`config.mk`:
```
export PLATFORM = sky130hd
export DESIGN_NAME = bp_pht_ctrl_flat
export DESIGN_NICKNAME = d
export VERILOG_FILES = /design/src/rtl/bp_pht_ctrl_if.sv /design/src/rtl/bp_pht_ctrl.sv /design/src/flat_wrapper.sv
export SDC_FILE = /design/constraint.sdc
export NUM_CORES = 1
export LEC_CHECK = 0
export BUFFER_PORTS_ARGS = -buffer_cell sky130_fd_sc_hd__clkbuf_2
export CORE_ASPECT_RATIO = 1.75
export CORE_MARGIN = 5
export CORE_UTILIZATION = 33
export DETAILED_ROUTE_END_ITERATION = 8
export SYNTH_ARGS = -nofsm -noshare
export SYNTH_HDL_FRONTEND = slang
export SYNTH_SLANG_ARGS = --single-unit
```
`constraint.sdc`:
```
create_clock -name clk -period 3.1 [get_ports clk]
set_input_delay 0.155 -clock clk [delete_from_list [all_inputs] [get_ports clk]]
set_output_delay 0.155 -clock clk [all_outputs]
set_load 0.02 [all_outputs]
```
`src/rtl/bp_pht_ctrl_if.sv`:
```
// Handshake bundle between fetch, execute and the PHT for bp_pht_ctrl.
// The controller takes the slave view; the fetch/execute/PHT environment takes the master view.
interface bp_pht_ctrl_if #(
  parameter int unsigned W     = 32,
  parameter int unsigned w_ind = 4,
  parameter int unsigned DEPTH = 4
);
  localparam int unsigned CW = $clog2(DEPTH) + 1;

  logic             lk_valid;
  logic [W-1:0]     lk_pc;
  logic             lk_ready;
  logic             pred_out_valid;
  logic             pred_out_taken;
  logic             res_valid;
  logic             res_taken;
  logic             res_ready;
  logic             mispredict;
  logic             pht_predict;
  logic             pht_resolve;
  logic             pht_incr;
  logic             pht_decr;
  logic [w_ind-1:0] pht_index;
  logic             pht_pred;
  logic             pht_pred_valid;
  logic [CW-1:0]    fifo_cnt;

  modport master (
    output lk_valid, lk_pc, res_valid, res_taken, pht_pred, pht_pred_valid,
    input  lk_ready, pred_out_valid, pred_out_taken, res_ready, mispredict,
           pht_predict, pht_resolve, pht_incr, pht_decr, pht_index, fifo_cnt
  );

  modport slave (
    input  lk_valid, lk_pc, res_valid, res_taken, pht_pred, pht_pred_valid,
    output lk_ready, pred_out_valid, pred_out_taken, res_ready, mispredict,
           pht_predict, pht_resolve, pht_incr, pht_decr, pht_index, fifo_cnt
  );
endinterface

```
`src/rtl/bp_pht_ctrl.sv`:
```
// Branch-prediction PHT controller: lookup/resolve sequencing with an in-order in-flight FIFO.
// Optional macro BP_GHR_XOR_EN selects gshare indexing (PC XOR global history); default is bimodal.
module bp_pht_ctrl #(
  parameter int unsigned W     = 32,
  parameter int unsigned w_ind = 4,
  parameter int unsigned DEPTH = 4
) (
  input logic          clk,
  input logic          rst,
  bp_pht_ctrl_if.slave bus
);
  localparam int unsigned PW = $clog2(DEPTH);
  localparam int unsigned CW = PW + 1;
  localparam int unsigned TW = 3;
  localparam logic [TW-1:0] TMO_LAST = TW'(7);

  typedef enum logic [1:0] {IDLE, PRED, WAIT, RESP} state_t;

  state_t           state;
  logic [w_ind-1:0] idx_q;
  logic [w_ind-1:0] lk_idx;
  logic [w_ind-1:0] pht_index;
  logic [PW-1:0]    wr_ptr;
  logic [PW-1:0]    rd_ptr;
  logic [CW-1:0]    cnt;
  logic [TW-1:0]    tmo_cnt;
  logic [w_ind-1:0] mem_idx  [DEPTH];
  logic             mem_pred [DEPTH];
  logic             pred_out_valid;
  logic             pred_out_taken;
  logic             mispredict;
  logic             pht_predict;
  logic             pht_resolve;
  logic             pht_incr;
  logic             pht_decr;
  logic             lk_ready;
  logic             res_ready;
  logic             res_acc;
  logic             lk_acc;
  logic             push;
  logic             push_pred;
  logic             unused_pc;

`ifdef BP_GHR_XOR_EN
  logic [w_ind-1:0] ghr;
  assign lk_idx = bus.lk_pc[w_ind+1:2] ^ ghr;
`else
  assign lk_idx = bus.lk_pc[w_ind+1:2];
`endif

  assign unused_pc = ^{bus.lk_pc[W-1:w_ind+2], bus.lk_pc[1:0]};

  // A pending resolve blocks lookup so the resolve wins the same-cycle arbitration.
  assign res_ready = (state == IDLE) && (cnt != '0);
  assign lk_ready  = (state == IDLE) && (cnt < CW'(DEPTH)) && !(bus.res_valid && (cnt != '0));
  assign res_acc   = bus.res_valid && res_ready;
  assign lk_acc    = bus.lk_valid && lk_ready;

  // A missing PHT answer after the eighth WAIT cycle is recorded as not-taken.
  assign push      = (state == WAIT) && (bus.pht_pred_valid || (tmo_cnt == TMO_LAST));
  assign push_pred = bus.pht_pred_valid & bus.pht_pred;

  always_ff @(posedge clk) begin
    if (!rst) begin
      state          <= IDLE;
      idx_q          <= '0;
      pht_index      <= '0;
      wr_ptr         <= '0;
      rd_ptr         <= '0;
      cnt            <= '0;
      tmo_cnt        <= '0;
      pred_out_valid <= 1'b0;
      pred_out_taken <= 1'b0;
      mispredict     <= 1'b0;
      pht_predict    <= 1'b0;
      pht_resolve    <= 1'b0;
      pht_incr       <= 1'b0;
      pht_decr       <= 1'b0;
`ifdef BP_GHR_XOR_EN
      ghr            <= '0;
`endif
    end else begin
      pred_out_valid <= 1'b0;
      pred_out_taken <= 1'b0;
      mispredict     <= 1'b0;
      pht_predict    <= 1'b0;
      pht_resolve    <= 1'b0;
      pht_incr       <= 1'b0;
      pht_decr       <= 1'b0;
      case (state)
        IDLE: begin
          if (res_acc) begin
            pht_resolve <= 1'b1;
            pht_index   <= mem_idx[rd_ptr];
            pht_incr    <= bus.res_taken;
            pht_decr    <= !bus.res_taken;
            mispredict  <= mem_pred[rd_ptr] != bus.res_taken;
            rd_ptr      <= rd_ptr + PW'(1);
            cnt         <= cnt - CW'(1);
`ifdef BP_GHR_XOR_EN
            ghr         <= {ghr[w_ind-2:0], bus.res_taken};
`endif
          end else if (lk_acc) begin
            idx_q       <= lk_idx;
            pht_index   <= lk_idx;
            pht_predict <= 1'b1;
            state       <= PRED;
          end
        end
        PRED: begin
          tmo_cnt <= '0;
          state   <= WAIT;
        end
        WAIT: begin
          if (push) begin
            pred_out_valid <= 1'b1;
            pred_out_taken <= push_pred;
            wr_ptr         <= wr_ptr + PW'(1);
            cnt            <= cnt + CW'(1);
            state          <= RESP;
          end else begin
            tmo_cnt <= tmo_cnt + TW'(1);
          end
        end
        RESP: state <= IDLE;
        default: state <= IDLE;
      endcase
    end
  end

  // FIFO storage needs no reset; validity is tracked by the pointers and count.
  always_ff @(posedge clk) begin
    if (push) begin
      mem_idx[wr_ptr]  <= idx_q;
      mem_pred[wr_ptr] <= push_pred;
    end
  end

  assign bus.lk_ready       = lk_ready;
  assign bus.res_ready      = res_ready;
  assign bus.pred_out_valid = pred_out_valid;
  assign bus.pred_out_taken = pred_out_taken;
  assign bus.mispredict     = mispredict;
  assign bus.pht_predict    = pht_predict;
  assign bus.pht_resolve    = pht_resolve;
  assign bus.pht_incr       = pht_incr;
  assign bus.pht_decr       = pht_decr;
  assign bus.pht_index      = pht_index;
  assign bus.fifo_cnt       = cnt;
endmodule

```
`src/flat_wrapper.sv`:
```
// flat-port wrapper written by rule: the top's interface ports become plain ports
module bp_pht_ctrl_flat 
#(
  parameter int unsigned W     = 32,
  parameter int unsigned w_ind = 4,
  parameter int unsigned DEPTH = 4
)
  (clk, rst, bus_lk_valid, bus_lk_pc, bus_res_valid, bus_res_taken, bus_pht_pred, bus_pht_pred_valid, bus_lk_ready, bus_pred_out_valid, bus_pred_out_taken, bus_res_ready, bus_mispredict, bus_pht_predict, bus_pht_resolve, bus_pht_incr, bus_pht_decr, bus_pht_index, bus_fifo_cnt);
  bp_pht_ctrl_if #(.W(W), .w_ind(w_ind), .DEPTH(DEPTH)) bus_i ();
  input logic clk;
  input logic rst;
  input wire logic [$bits(bus_i.lk_valid)-1:0] bus_lk_valid;
  input wire logic [$bits(bus_i.lk_pc)-1:0] bus_lk_pc;
  input wire logic [$bits(bus_i.res_valid)-1:0] bus_res_valid;
  input wire logic [$bits(bus_i.res_taken)-1:0] bus_res_taken;
  input wire logic [$bits(bus_i.pht_pred)-1:0] bus_pht_pred;
  input wire logic [$bits(bus_i.pht_pred_valid)-1:0] bus_pht_pred_valid;
  output wire logic [$bits(bus_i.lk_ready)-1:0] bus_lk_ready;
  output wire logic [$bits(bus_i.pred_out_valid)-1:0] bus_pred_out_valid;
  output wire logic [$bits(bus_i.pred_out_taken)-1:0] bus_pred_out_taken;
  output wire logic [$bits(bus_i.res_ready)-1:0] bus_res_ready;
  output wire logic [$bits(bus_i.mispredict)-1:0] bus_mispredict;
  output wire logic [$bits(bus_i.pht_predict)-1:0] bus_pht_predict;
  output wire logic [$bits(bus_i.pht_resolve)-1:0] bus_pht_resolve;
  output wire logic [$bits(bus_i.pht_incr)-1:0] bus_pht_incr;
  output wire logic [$bits(bus_i.pht_decr)-1:0] bus_pht_decr;
  output wire logic [$bits(bus_i.pht_index)-1:0] bus_pht_index;
  output wire logic [$bits(bus_i.fifo_cnt)-1:0] bus_fifo_cnt;
  assign bus_i.lk_valid = bus_lk_valid;
  assign bus_i.lk_pc = bus_lk_pc;
  assign bus_i.res_valid = bus_res_valid;
  assign bus_i.res_taken = bus_res_taken;
  assign bus_i.pht_pred = bus_pht_pred;
  assign bus_i.pht_pred_valid = bus_pht_pred_valid;
  assign bus_lk_ready = bus_i.lk_ready;
  assign bus_pred_out_valid = bus_i.pred_out_valid;
  assign bus_pred_out_taken = bus_i.pred_out_taken;
  assign bus_res_ready = bus_i.res_ready;
  assign bus_mispredict = bus_i.mispredict;
  assign bus_pht_predict = bus_i.pht_predict;
  assign bus_pht_resolve = bus_i.pht_resolve;
  assign bus_pht_incr = bus_i.pht_incr;
  assign bus_pht_decr = bus_i.pht_decr;
  assign bus_pht_index = bus_i.pht_index;
  assign bus_fifo_cnt = bus_i.fifo_cnt;
  bp_pht_ctrl #(.W(W), .w_ind(w_ind), .DEPTH(DEPTH)) u_core (.clk(clk), .rst(rst), .bus(bus_i));
endmodule
```
==> flow_summary.ini <==
[cts]
clk_path_buf_depth = 2
clkSinkCount = 49
root_buffer = clkbuf_8
cts_made_buffers = 5
clk_pin_slew_ns = 0.09
htree_levels = 2
cts_resized = 0
cts_setup_buffers = 0
cts_tree = built
clk_latency_ns = 0.30
cts-hold-fix-buffers = 0

[critical_path]
critPathCaptureType = register
crit_path_cell_trace = inv_1, ha_1, inv_1, fa_1, xor2_1, a211oi_1, mux2i_1
path_buf_inv = 2
worst_path_max_delay_cell = fa_1
worst_ep_required_time_ns = 3.34
cp_common_cell = inv_1
cp.arrival_ns = 2.18
crit_family = adder cells
crit_type = reg2reg
cp_max_fo = 8
worst_setup_path_start_kind = register
max_stage_delay_ns = 0.38

[synthesis]
ys_top_cells_by_area = edfxtp_1, dfxtp_1, ha_1
synthMuxAreaShare_pct = 9.712
async_flop_share_pct = 0
synthXorXnorAreaFrac_pct = 1.259
syn_area_per_cell_um2 = 12.57
yosys_most_used_dff = dfxtp_1
syn-cell-area_um2 = 2087
synth-seq-cells = 49
syn_nets = 216
synth_edf_count = 20
synth_cell_types = 39
synth_top_cell_by_area = edfxtp_1
yosysSeqAreaShare_pct = 56.59
synth_commonest_cells = dfxtp_1, edfxtp_1, nand2_1, a21oi_1, ha_1
yosys.area_share.simple_pct = 11.75
synth.top_cell.area_share_pct = 28.78
synth_compound_area_share_pct = 10.67
synth-adder-area-share_pct = 6.954
ys_warn_count = 0
synth.most_common_cell = dfxtp_1
synthesis.instances = 166
synth_top_family_by_area = simple AND/OR/NAND/NOR gates

[floorplan]
num_io_pins = 55
coreArea_um2 = 6181
dieHeight_um = 115.2
die-area_um2 = 8077
rows = 38
fp.dieW_um = 70.12
start_util_pct = 33.77

[finish]
final_area_um2 = 2417
syn_to_final_growth_pct = 15.83
antenna_cells = 0
final_net_count = 243
final_layout_size_suffix_gt1_share_pct = 22.16

[flow_run]
maxCapViolCount = 0

[global_route]
grt_first_pass_wirelength_mm = 6.258
grt_pass1_vias = 1287
grt_max_degree = 16
track_usage_pct = 10.05
grt_antenna_before_repair = 0
grt_overflow = 0

[sta]
rsz0062_at_grt = false
fmax_mhz = 516.8
setup_viol_count_final = 0
clock_skew_ns = 0.006878
period_share_pct = 62.42
worst_slack_ns = 1.165
tightestPinTransition_ns = 0.5540
maxSlewHeadroom_pct = 62.95
tns_ns = 0
hold_viol = 0
min_period_ns = 1.935
final_max_slew_viol_count = 0

[placed_design]
pre_cts_ws_ns = 1.176
placedInstanceArea_um2 = 2283
gp_congestion = 0.7668
hpwl_mm = 2.952
io_buffers = 26

[detailed_routing]
dr.pass1.iters = 4
drc = 0
drt-vias-per-instance = 4.821
routed_wl_mm = 3.900
drtAntennaViolNets = 0
drt_iter0_drc = 67
vias = 1321
wl_per_cell_um = 14.23

[power]
vdd.ir_drop.worst_mv = 0.2752
p_leak_nw = 0.9499
p_per_area_nw_per_um2 = 757.9

[outcome]
status = completed

[worst_hold_path]
hold_class = in2reg
-- worst reg2reg max path, stage by stage, from the launching register on --
cell      delay, ns
dfxtp_1        0.34
inv_1          0.11
ha_1           0.30
inv_1          0.09
fa_1           0.38
xor2_1         0.17
a211oi_1       0.28
mux2i_1        0.20
-- per-stage QoR --
step / hold slack [ns] / utilization (%) / power, mW / cells
after global placement: 0.3589 / 36.94 / 1.317 / 266
final: 0.04920 / 39.11 / 1.832 / 274
after global routing: 0.06086 / 39.11 / 1.927 / 274
after CTS: 0.04660 / 39.11 / 1.854 / 274
after floorplan: 0.2274 / - / 1.202 / 166
after detailed placement: 0.3709 / 36.94 / 1.325 / 266
-- logic make-up (layout without fill, tap and decap cells) --
logic type / Yosys count / after routing
AOI/OAI and AO/OA: 30 / 30
DFF: 49 / 49
adders and majority gates: 11 / 11
xor gates and xnor gates: 3 / 3
and+or+nand+nor: 45 / 45
buffers and inverters: 14 / 42
muxes: 14 / 14
-- layout by cell type (no fill, tap or decap), drive strengths merged, types with 2 or more instances in the layout --
master	n
nand2b	6
dfxtp	29
mux2i	9
xnor2	2
nor2	4
a211oi	2
o2bb2ai	4
o21ai	5
ha	10
inv	8
clkbuf	31
a21oi	11
and3	2
edfxtp	20
nand3	7
nor3b	2
o21a	3
and2	6
mux4	5
nand2	12
bufinv	2
-- where the power goes --
group / internal, mW / switching, mW / total (mW)
clock: 0.320 / 0.209 / 0.530
combinational: 0.207 / 0.275 / 0.481
sequential: 0.752 / 0.0699 / 0.821
total: 1.28 / 0.554 / 1.83
-- worst paths after layout --
check | to | start | cells past startpoint | slack, ns
worst min-delay path | u_core.bus.pht_decr | bus_res_taken | 2 | 0.05
worst max-delay path | u_core.bus.fifo_cnt[2] | u_core.state[0] | 7 | 1.17
worst max register to register | u_core.bus.fifo_cnt[2] | u_core.state[0] | 7 | 1.17
worst min register to register | u_core.tmo_cnt[1] | u_core.tmo_cnt[1] | 2 | 0.49
-- registers in the layout (all words and copies together), names as in the netlist, 2 cells and up, named ones only --
signal and flops:
u_core.mem_idx 16, u_core.bus.pht_index 4, u_core.idx_q 4, u_core.mem_pred 4
u_core.bus.fifo_cnt 3, u_core.tmo_cnt 3, u_core.rd_ptr 2, u_core.state 2
u_core.wr_ptr 2
-- metal layers --
metal / vias to the layer above / track usage [%] / share of wire [%]
li1: 656 / - / -
met2: 27 / 18.70 / 54
met4: 0 / 6.138 / 3.2
met3: 8 / 1.487 / 3.3
met1: 630 / 10.47 / 40
met5: - / 0 / 0
-- cell type report --
type	instances	area (um^2)
fill	621	3764
sequential	49	1181
multi-input combinational	103	842.1
timing repair buffer	26	130.1
tap	80	100.1
clock buffer	5	68.82
clock inverter	3	65.06
inverter	8	30.03
No activity file was read; power rests on OpenSTA's default activity.
